**src/rtl/mips_instr_encoder_pkg.sv**
```systemverilog
// mips_instr_encoder_pkg
// Shared definitions for the IMEM loader encoder:
//   - MIPS_* opcode constants for every opcode the control decoder supports
//   - instruction format classification (FMT_R / FMT_I / FMT_J / FMT_NONE)
//   - opFormat(): opcode -> format. FMT_NONE marks an unsupported opcode.
//   - loader FSM state constants
package mips_instr_encoder_pkg;

  localparam logic [5:0] MIPS_RTYPE = 6'h00;
  localparam logic [5:0] MIPS_J     = 6'h02;
  localparam logic [5:0] MIPS_JAL   = 6'h03;
  localparam logic [5:0] MIPS_BEQ   = 6'h04;
  localparam logic [5:0] MIPS_BNE   = 6'h05;
  localparam logic [5:0] MIPS_ADDI  = 6'h08;
  localparam logic [5:0] MIPS_ANDI  = 6'h0C;
  localparam logic [5:0] MIPS_ORI   = 6'h0D;
  localparam logic [5:0] MIPS_XORI  = 6'h0E;
  localparam logic [5:0] MIPS_LUI   = 6'h0F;
  localparam logic [5:0] MIPS_LW    = 6'h23;
  localparam logic [5:0] MIPS_SW    = 6'h2B;

  typedef enum logic [1:0] {
    FMT_NONE = 2'd0,
    FMT_R    = 2'd1,
    FMT_I    = 2'd2,
    FMT_J    = 2'd3
  } fmt_t;

  // Loader FSM states
  localparam logic [1:0] ST_IDLE  = 2'd0;
  localparam logic [1:0] ST_LOAD  = 2'd1;
  localparam logic [1:0] ST_FLUSH = 2'd2;
  localparam logic [1:0] ST_DONE  = 2'd3;

  function automatic fmt_t opFormat(input logic [5:0] opcode);
    fmt_t fmt;
    case (opcode)
      MIPS_RTYPE:                         fmt = FMT_R;
      MIPS_J, MIPS_JAL:                   fmt = FMT_J;
      MIPS_BEQ, MIPS_BNE, MIPS_ADDI,
      MIPS_ANDI, MIPS_ORI, MIPS_XORI,
      MIPS_LUI, MIPS_LW, MIPS_SW:         fmt = FMT_I;
      default:                            fmt = FMT_NONE;
    endcase
    return fmt;
  endfunction

endpackage

```
**src/rtl/mips_instr_encoder_pack.sv**
```systemverilog
// mips_instr_pack
// Purely combinational field packer: one instruction descriptor -> one 32-bit word.
// Ports:
//   opcode/rs/rt/rd/shamt/funct/imm/target  in   descriptor fields
//   word                                    out  encoded instruction (0 when unsupported)
//   supported                               out  1 if opcode is one the decoder understands
module mips_instr_pack
  import mips_instr_encoder_pkg::*;
(
  input  logic [5:0]  opcode,
  input  logic [4:0]  rs,
  input  logic [4:0]  rt,
  input  logic [4:0]  rd,
  input  logic [4:0]  shamt,
  input  logic [5:0]  funct,
  input  logic [15:0] imm,
  input  logic [25:0] target,
  output logic [31:0] word,
  output logic        supported
);

  logic [4:0] rsField;

  // LUI has no source register; whatever the caller put in rs is dropped
  assign rsField = (opcode == MIPS_LUI) ? 5'd0 : rs;

  always_comb begin
    word      = '0;
    supported = 1'b0;
    case (opFormat(opcode))
      FMT_R: begin
        word      = {opcode, rs, rt, rd, shamt, funct};
        supported = 1'b1;
      end
      FMT_I: begin
        word      = {opcode, rsField, rt, imm};
        supported = 1'b1;
      end
      FMT_J: begin
        word      = {opcode, target};
        supported = 1'b1;
      end
      default: begin
        word      = '0;
        supported = 1'b0;
      end
    endcase
  end

endmodule

```
**src/rtl/mips_instr_encoder.sv**
```systemverilog
// mips_instr_encoder
// Streams encoded MIPS instructions into IMEM at consecutive word addresses.
// Ports:
//   clk, rst_n                  clock (rising edge), async active-low reset
//   start                       begin a new load (only honoured when idle)
//   in_valid/in_ready           descriptor handshake, 1 descriptor per cycle
//   in_opcode..in_target        descriptor fields; in_last marks the final one
//   mem_we/mem_addr/mem_wdata   registered IMEM write port
//   busy/done                   load in progress / 1-cycle end-of-load pulse
//   err_op/err_opcode           sticky unsupported-opcode flag + first offender
//   err_full                    sticky: IMEM filled before in_last
//   word_count                  words written in the current/last load
module mips_instr_encoder
  import mips_instr_encoder_pkg::*;
#(
  parameter int ADDR_W = 8,
  parameter int DEPTH  = 256
) (
  input  logic              clk,
  input  logic              rst_n,
  input  logic              start,
  input  logic              in_valid,
  output logic              in_ready,
  input  logic [5:0]        in_opcode,
  input  logic [4:0]        in_rs,
  input  logic [4:0]        in_rt,
  input  logic [4:0]        in_rd,
  input  logic [4:0]        in_shamt,
  input  logic [5:0]        in_funct,
  input  logic [15:0]       in_imm,
  input  logic [25:0]       in_target,
  input  logic              in_last,
  output logic              mem_we,
  output logic [ADDR_W-1:0] mem_addr,
  output logic [31:0]       mem_wdata,
  output logic              busy,
  output logic              done,
  output logic              err_op,
  output logic              err_full,
  output logic [5:0]        err_opcode,
  output logic [ADDR_W:0]   word_count
);

  localparam logic [ADDR_W:0] depthCnt = (ADDR_W + 1)'(DEPTH);
  localparam logic [ADDR_W:0] lastIdx  = depthCnt - 1'b1;

  logic [1:0]  stateReg;
  logic [1:0]  stateNext;
  logic [31:0] packWord;
  logic        packOk;
  logic        accept;
  logic        writeOk;
  logic        fillsMem;

  mips_instr_pack uPack (
    .opcode    (in_opcode),
    .rs        (in_rs),
    .rt        (in_rt),
    .rd        (in_rd),
    .shamt     (in_shamt),
    .funct     (in_funct),
    .imm       (in_imm),
    .target    (in_target),
    .word      (packWord),
    .supported (packOk)
  );

  assign in_ready = (stateReg == ST_LOAD) && (word_count < depthCnt);
  assign accept   = in_valid && in_ready;
  // Unsupported descriptors are consumed but never written
  assign writeOk  = accept && packOk;
  // This write occupies the final IMEM word; nothing more can be accepted
  assign fillsMem = writeOk && (word_count == lastIdx);

  assign busy = (stateReg != ST_IDLE);
  assign done = (stateReg == ST_DONE);

  always_comb begin
    stateNext = stateReg;
    case (stateReg)
      ST_IDLE:  if (start) stateNext = ST_LOAD;
      ST_LOAD:  if ((accept && in_last) || fillsMem) stateNext = ST_FLUSH;
      ST_FLUSH: stateNext = ST_DONE;   // final write is on the port this cycle
      ST_DONE:  stateNext = ST_IDLE;
      default:  stateNext = ST_IDLE;
    endcase
  end

  always_ff @(posedge clk or negedge rst_n) begin
    if (!rst_n) begin
      stateReg   <= ST_IDLE;
      mem_we     <= 1'b0;
      mem_addr   <= '0;
      mem_wdata  <= '0;
      err_op     <= 1'b0;
      err_full   <= 1'b0;
      err_opcode <= '0;
      word_count <= '0;
    end else begin
      stateReg <= stateNext;
      mem_we   <= writeOk;

      if (stateReg == ST_IDLE && start) begin
        word_count <= '0;
        err_op     <= 1'b0;
        err_full   <= 1'b0;
        err_opcode <= '0;
      end

      if (writeOk) begin
        mem_addr   <= word_count[ADDR_W-1:0];
        mem_wdata  <= packWord;
        word_count <= word_count + 1'b1;
      end

      // Only the first unsupported opcode of a load is kept
      if (accept && !packOk && !err_op) begin
        err_op     <= 1'b1;
        err_opcode <= in_opcode;
      end

      if (fillsMem && !in_last) err_full <= 1'b1;
    end
  end

endmodule

```
**config.mk**
```make
export PLATFORM = sky130hd
export DESIGN_NAME = mips_instr_encoder
export DESIGN_NICKNAME = d
export VERILOG_FILES = /design/src/rtl/mips_instr_encoder_pkg.sv /design/src/rtl/mips_instr_encoder_pack.sv /design/src/rtl/mips_instr_encoder.sv
export SDC_FILE = /design/constraint.sdc
export NUM_CORES = 1
export LEC_CHECK = 0
export CAP_MARGIN = 0
export CORE_MARGIN = 2
export CORE_UTILIZATION = 46
export CTS_CLUSTER_SIZE = 14
export DETAILED_ROUTE_END_ITERATION = 8
export PLACE_DENSITY = 0.86
export RECOVER_POWER = 50
export SETUP_SLACK_MARGIN = 0.05
export SLEW_MARGIN = 30
export SYNTH_ARGS = -nofsm -noshare
export SYNTH_HDL_FRONTEND = slang
export SYNTH_HIERARCHICAL = 1
export SYNTH_SLANG_ARGS = --single-unit
```
**constraint.sdc**
```tcl
create_clock -name clk -period 3.51 [get_ports clk]
set_clock_uncertainty 0.15 [all_clocks]
set_input_delay 0.351 -clock clk [delete_from_list [all_inputs] [get_ports clk]]
set_output_delay 0.351 -clock clk [all_outputs]
set_load 0.01 [all_outputs]
```
==> flow_metrics.py, run 1 <==
metrics = {
    "status": {
        "status": "complete, but fails checks",
        "violations": "capacitance limit, slew limit",
    },
    "yosys": {
        "synth.distinct_cells": 49,
        "synthCells": 373,
        "syn_avg_cell_area_sq_um": 8.68,
        "ys_warn_count": 6,
        "yosysSeqAreaShare": 0.464,
        "synth_top_flop_cell": "dfrtp_1",
        "synth_fp_nets": 459,
        "synth_edf_count": 0,
        "ys_async_sr_fraction": 1.00,
        "synth-seq-cells": 60,
        "netlist_area_sq_um": 3240,
    },
    "sta": {
        "post-route-min-period_ns": 2.83,
        "maxSlewHeadroom": -0.00135,
        "setup-violations-final": 0,
        "rsz0062_at_grt": "false",
        "worst_pin_slew_ns": 1.50,
        "max_clock_freq_mhz": 353,
        "slew_viol_final": 28,
        "tns_ns": 0,
        "period_share": 0.807,
        "hold_violations": 0,
    },
    "layout": {
        "drive_above_1_share": 0.0747,
        "nets": 591,
        "syn_to_final_growth_pct": 50.3,
        "insertedDiodeCount": 0,
        "instances_no_fill": 605,
        "final_cell_mix": "nand2_1, clkdlybuf4s50_1, dfrtp_1, dlygate4sd3_1",
        "final_common_cell": "nand2_1",
    },
    "setup_path": {
        "cp_max_fo": 51,
        "cp_cell_sequence": "clkdlybuf4s50_1, or2b_1, a311oi_1, a2111o_1, inv_1, nand4b_4, buf_4, a31oi_1, o21ai_0, o21ai_0",
        "cp.depth": 10,
        "cp-end-kind": "flip-flop",
        "crit_required_ns": 3.57,
        "crit_path_end": "word_count[6]",
        "worst-r2r-setup-slack_ns": 1.03,
        "rr_worst_depth": 9,
        "path_delay_family": "buffers and inverters",
        "cp.arrival_ns": 2.89,
        "critPathKind": "input port to flip-flop",
        "r2r-start": "word_count[0]",
        "r2r_end": "stateReg[1]",
        "path_common_cell": "o21ai_0",
        "critPathSlowestCell": "clkdlybuf4s50_1",
        "start_kind": "input port",
        "crit_start": "in_opcode[3]",
        "crit_buf_inv": 3,
        "critPathMaxStageDelay_ns": 0.67,
    },
    "cts": {
        "numCtsBuffers": 9,
        "clock-sinks": 60,
        "cts_hold_buf": 1,
        "cts_resized": 0,
        "tritoncts": "built",
        "clk_latency_ns": 0.33,
        "clk_pin_slew_worst_paths_ns": 0.07,
        "h-tree-depth": 3,
        "cts_setup_buffers": 0,
        "cts-root-buf": "clkbuf_8",
        "clockBufferDepth": 2,
    },
    "global_routing": {
        "grt_pass1_wl_um": 14700,
        "grt_pass1_vias": 3139,
        "antenna_found_initial": 0,
        "overflow": 0,
        "grt_max_degree": 52,
        "gr-usage-all-layers": 0.245,
    },
    "hold_path": {
        "hold_path_depth": 2,
        "min_path_type": "flip-flop to flip-flop",
    },
    "routing": {
        "first_pass_iters": 4,
        "viasPerCell": 5.21,
        "wl_um": 9580,
        "wire_per_inst_um": 15.8,
        "drt_first_iter_violations": 131,
        "dr_total_vias": 3152,
        "ant_nets": 0,
        "drc": 0,
    },
    "placed_design": {
        "gp_congestion": 0.840,
        "dpl.hpwl_um": 6990,
        "dp.cells": 589,
        "port_buffers": 139,
    },
    "flow_run": {
        "max_cap_violations": 1,
    },
    "power_and_ir_drop": {
        "p_leak_nw": 2.46,
        "power_density_nw_per_um2": 507,
        "peakVddDrop_mv": 0.427,
        "report.power.total_w": 0.00247,
    },
    "die": {
        "start_util": 0.476,
        "num_io_pins": 140,
        "rows": 30,
        "die_x_um": 87.9,
        "core_area_sq_um": 6790,
        "dieArea_sq_um": 7720,
        "die_h_um": 87.9,
    },
}
-- final cells by class --
class | instances | area, sq um
Clock inverter | 4 | 72.6
Timing Repair Buffer | 145 | 1440
Multi-Input combinational cell | 271 | 1510
Clock buffer | 11 | 151
Sequential cell | 60 | 1500
Inverter | 18 | 67.6
Tap cell | 96 | 120
Fill cell | 556 | 1930
-- through the flow --
step	area, sq um	setup slack (ns)	hold slack [ns]	utilization
after floorplan	3240	1.23	-0.0946	-
after global placement	4630	0.526	0.240	0.682
after detailed placement	4630	0.355	0.251	0.682
after CTS	4870	0.706	0.328	0.716
after global routing	4860	0.446	0.342	0.716
final	4860	0.676	0.316	0.716
-- registers in the layout (all words and copies together) (netlist names) --
signal      cells
err_full        1
mem_addr        8
mem_wdata      32
err_opcode      6
err_op          1
word_count      9
stateReg        2
mem_we          1
-- cells in the mapped netlist (2+ instances only) --
| cell type | instances | area share |
|---|---|---|
| nand2_1 | 133 | 0.15 |
| dfrtp_1 | 60 | 0.46 |
| nor2_1 | 20 | 0.023 |
| o21ai_0 | 20 | 0.031 |
| inv_1 | 16 | 0.019 |
| a22o_1 | 11 | 0.030 |
| a21o_2 | 10 | 0.027 |
| nand3_1 | 9 | 0.014 |
| buf_2 | 8 | 0.012 |
| ha_1 | 7 | 0.027 |
| buf_4 | 6 | 0.014 |
| mux2i_1 | 6 | 0.019 |
| a222oi_1 | 5 | 0.015 |
| and3_1 | 5 | 0.0097 |
| buf_6 | 5 | 0.017 |
| a32o_1 | 4 | 0.012 |
| clkbuf_1 | 4 | 0.0046 |
| a21oi_1 | 3 | 0.0046 |
| and2_1 | 3 | 0.0058 |
| a22oi_1 | 2 | 0.0046 |
| a31oi_1 | 2 | 0.0039 |
| and4_1 | 2 | 0.0054 |
| inv_2 | 2 | 0.0023 |
| nand2b_1 | 2 | 0.0039 |
| nand4_1 | 2 | 0.0039 |
| o2111ai_1 | 2 | 0.0054 |
| o21ai_1 | 2 | 0.0031 |
-- cell families after synthesis --
logic type                 share of synthesized area
AOI/OAI and AO/OA                              0.166
xor gates and xnor gates                     0.00271
adders and majority gates                     0.0271
buffers and inverters                         0.0703
DFF                                            0.464
muxes                                         0.0220
other                                        0.00116
and+or+nand+nor                                0.247
-- report_power, final --
part | switching, W | internal (W)
registers | 0.0000909 | 0.000849
logic | 0.000395 | 0.000432
clock network | 0.000266 | 0.000433
total | 0.000752 | 0.00171
-- metal layers --
layer  wire, um  global-route usage  up-vias
li1           -                   -     1512
met1       4070               0.312     1498
met2       4620               0.414      123
met3        686              0.0434       19
met4        211               0.102        0
met5          0                   0        -
-- tightest hold or removal path, delay by kind of cell (launching register included) --
kind,cells,cell delay [ns]
flops,1,0.34
simple gates,2,0.10
-- worst min path at each step --
| stage | startpoint | to | slack, ns |
|---|---|---|---|
| floorplan | rst_n | err_full | -0.09 |
| global placement | rst_n | mem_addr[2] | 0.24 |
| detailed placement | rst_n | mem_addr[0] | 0.25 |
| CTS | mem_wdata[29] | mem_wdata[29] | 0.33 |
| global route | mem_wdata[26] | mem_wdata[26] | 0.34 |
| finish | mem_wdata[29] | mem_wdata[29] | 0.32 |
Power figures use the tool's default switching activity.
==> run 2: changes to the inputs <==
- CORE_UTILIZATION: 46 -> 43
- PLACE_DENSITY: 0.86 -> 0.81
- clock period: 3.51 -> 2.8 ns (I/O delays scaled with it)
==> flow_metrics.py, run 2 (synthesis gave the netlist of run 1 again) <==
metrics = {
    "layout": {
        "instances_no_fill": 619,
        "largest_reg_flops": 32,
        "final_common_cell": "nand2_1",
        "insertedDiodeCount": 0,
        "final_cell_mix": "nand2_1, clkdlybuf4s50_1, dfrtp_1, dlygate4sd3_1",
        "fill_cells": 599,
        "fin_area_sq_um": 4980,
        "top_regs": "mem_wdata (32), word_count (9), mem_addr (8)",
        "drive_above_1_share": 0.0923,
        "nets": 601,
        "syn_to_final_growth_pct": 54.0,
        "top_register": "mem_wdata",
    },
    "setup_path": {
        "cp-end-kind": "flip-flop",
        "start_kind": "flip-flop",
        "crit_required_ns": 2.86,
        "critPathKind": "flip-flop to flip-flop",
        "cp.arrival_ns": 2.49,
        "cp_max_fo": 6,
    },
    "placed_design": {
        "port_buffers": 139,
        "dp.cells": 602,
        "post-place-ws_ns": 0.109,
        "dpl_cell_area_sq_um": 4710,
        "gp_congestion": 0.835,
        "dpl.hpwl_um": 7270,
    },
    "cts": {
        "clk_pin_slew_worst_paths_ns": 0.08,
        "clk_latency_ns": 0.34,
        "clockBufferDepth": 2,
        "cts_hold_buf": 1,
        "h-tree-depth": 3,
        "numCtsBuffers": 9,
        "tritoncts": "built",
        "cts-root-buf": "clkbuf_8",
        "clock-sinks": 60,
        "cts_resized": 0,
        "cts_setup_buffers": 0,
    },
    "power_and_ir_drop": {
        "p_sw_w": 0.000981,
        "p_clk_frac": 0.319,
        "power_density_nw_per_um2": 661,
        "comb_power_share": 0.321,
        "peakVddDrop_mv": 0.632,
        "p_sw_frac": 0.298,
        "p_leak_nw": 2.50,
        "p_seq_frac": 0.360,
        "intPower_w": 0.00231,
    },
    "status": {
        "status": "finished clean",
    },
    "routing": {
        "viasPerCell": 5.05,
        "drt_first_iter_violations": 115,
        "dr_total_vias": 3129,
        "ant_nets": 0,
        "wire_per_inst_um": 15.5,
        "first_pass_iters": 5,
        "drc": 0,
        "wl_um": 9580,
    },
    "sta": {
        "maxSlewHeadroom": 0.254,
        "post-route-min-period_ns": 2.43,
        "period_share": 0.868,
        "tns_ns": 0,
        "hold_violations": 0,
        "worst_slack_ns": 0.369,
        "worst_pin_slew_ns": 1.12,
        "max_clock_freq_mhz": 411,
        "slew_viol_final": 0,
        "rsz0062_at_grt": "false",
        "setup-violations-final": 0,
    },
    "global_routing": {
        "grt_pass1_vias": 3161,
        "overflow": 0,
        "gr-usage-all-layers": 0.237,
        "grt_max_degree": 28,
        "grt_pass1_wl_um": 15800,
        "antenna_found_initial": 0,
    },
    "die": {
        "die_h_um": 90.8,
        "start_util": 0.446,
        "core_area_sq_um": 7250,
        "dieArea_sq_um": 8240,
        "rows": 31,
        "num_io_pins": 140,
        "die_x_um": 90.8,
    },
    "flow_run": {
        "max_cap_violations": 0,
    },
    "hold_path": {
        "min_path_type": "flip-flop to flip-flop",
    },
}
==> run 2: final timing paths <==
kind | start | slack, ns | to | depth (start not counted)
min in group asynchronous | rst_n | 0.36 | mem_addr[2] | 2
max | word_count[0] | 0.37 | stateReg[1] | 9
max reg2reg | word_count[0] | 0.37 | stateReg[1] | 9
max in group asynchronous | rst_n | 0.66 | mem_wdata[22] | 3
min | mem_wdata[9] | 0.32 | mem_wdata[9] | 2
min reg2reg | mem_wdata[9] | 0.32 | mem_wdata[9] | 2
==> run 2: layer usage <==
metal,global-route usage,routed length [um]
met1,0.303,4240
met2,0.394,4550
met3,0.0618,694
met4,0.0718,103
met5,0,0
==> run 2: worst max-delay path: stages, from the launching register on <==
cell	delay, ns
dfrtp_1	0.43
ha_1	0.24
and3_1	0.18
and3_1	0.20
and3_1	0.19
ha_1	0.19
a21oi_1	0.14
o21ai_0	0.09
o21ai_1	0.14
mux2_1	0.36
==> run 2: final cells by class <==
cell class | count | area, sq um | area share
Timing Repair Buffer | 155 | 1510 | 0.304
Multi-Input combinational cell | 271 | 1510 | 0.302
Sequential cell | 60 | 1500 | 0.301
Clock inverter | 7 | 146 | 0.0294
Clock buffer | 9 | 124 | 0.0248
Tap cell | 99 | 124 | 0.0248
Inverter | 18 | 67.6 | 0.0136
==> run 2: metrics by stage <==
step            util  hold WS [ns]  power [W]
2_1_floorplan      -        -0.166    0.00165
3_5_place_dp   0.650        0.0410    0.00231
5_1_grt        0.687         0.345    0.00347
3_3_place_gp   0.650        0.0366    0.00227
4_1_cts        0.688         0.197    0.00338
6_report       0.687         0.321    0.00329
==> run 2: power groups by stage <==
stage | clock, W | combinational, W | sequential, W
final | 0.00105 | 0.00106 | 0.00119
after global routing | 0.00111 | 0.00115 | 0.00121
after CTS | 0.00107 | 0.00112 | 0.00119
after detailed placement | 0 | 0.00110 | 0.00121
after global placement | 0 | 0.00107 | 0.00120
after floorplan | 0 | 0.000373 | 0.00127
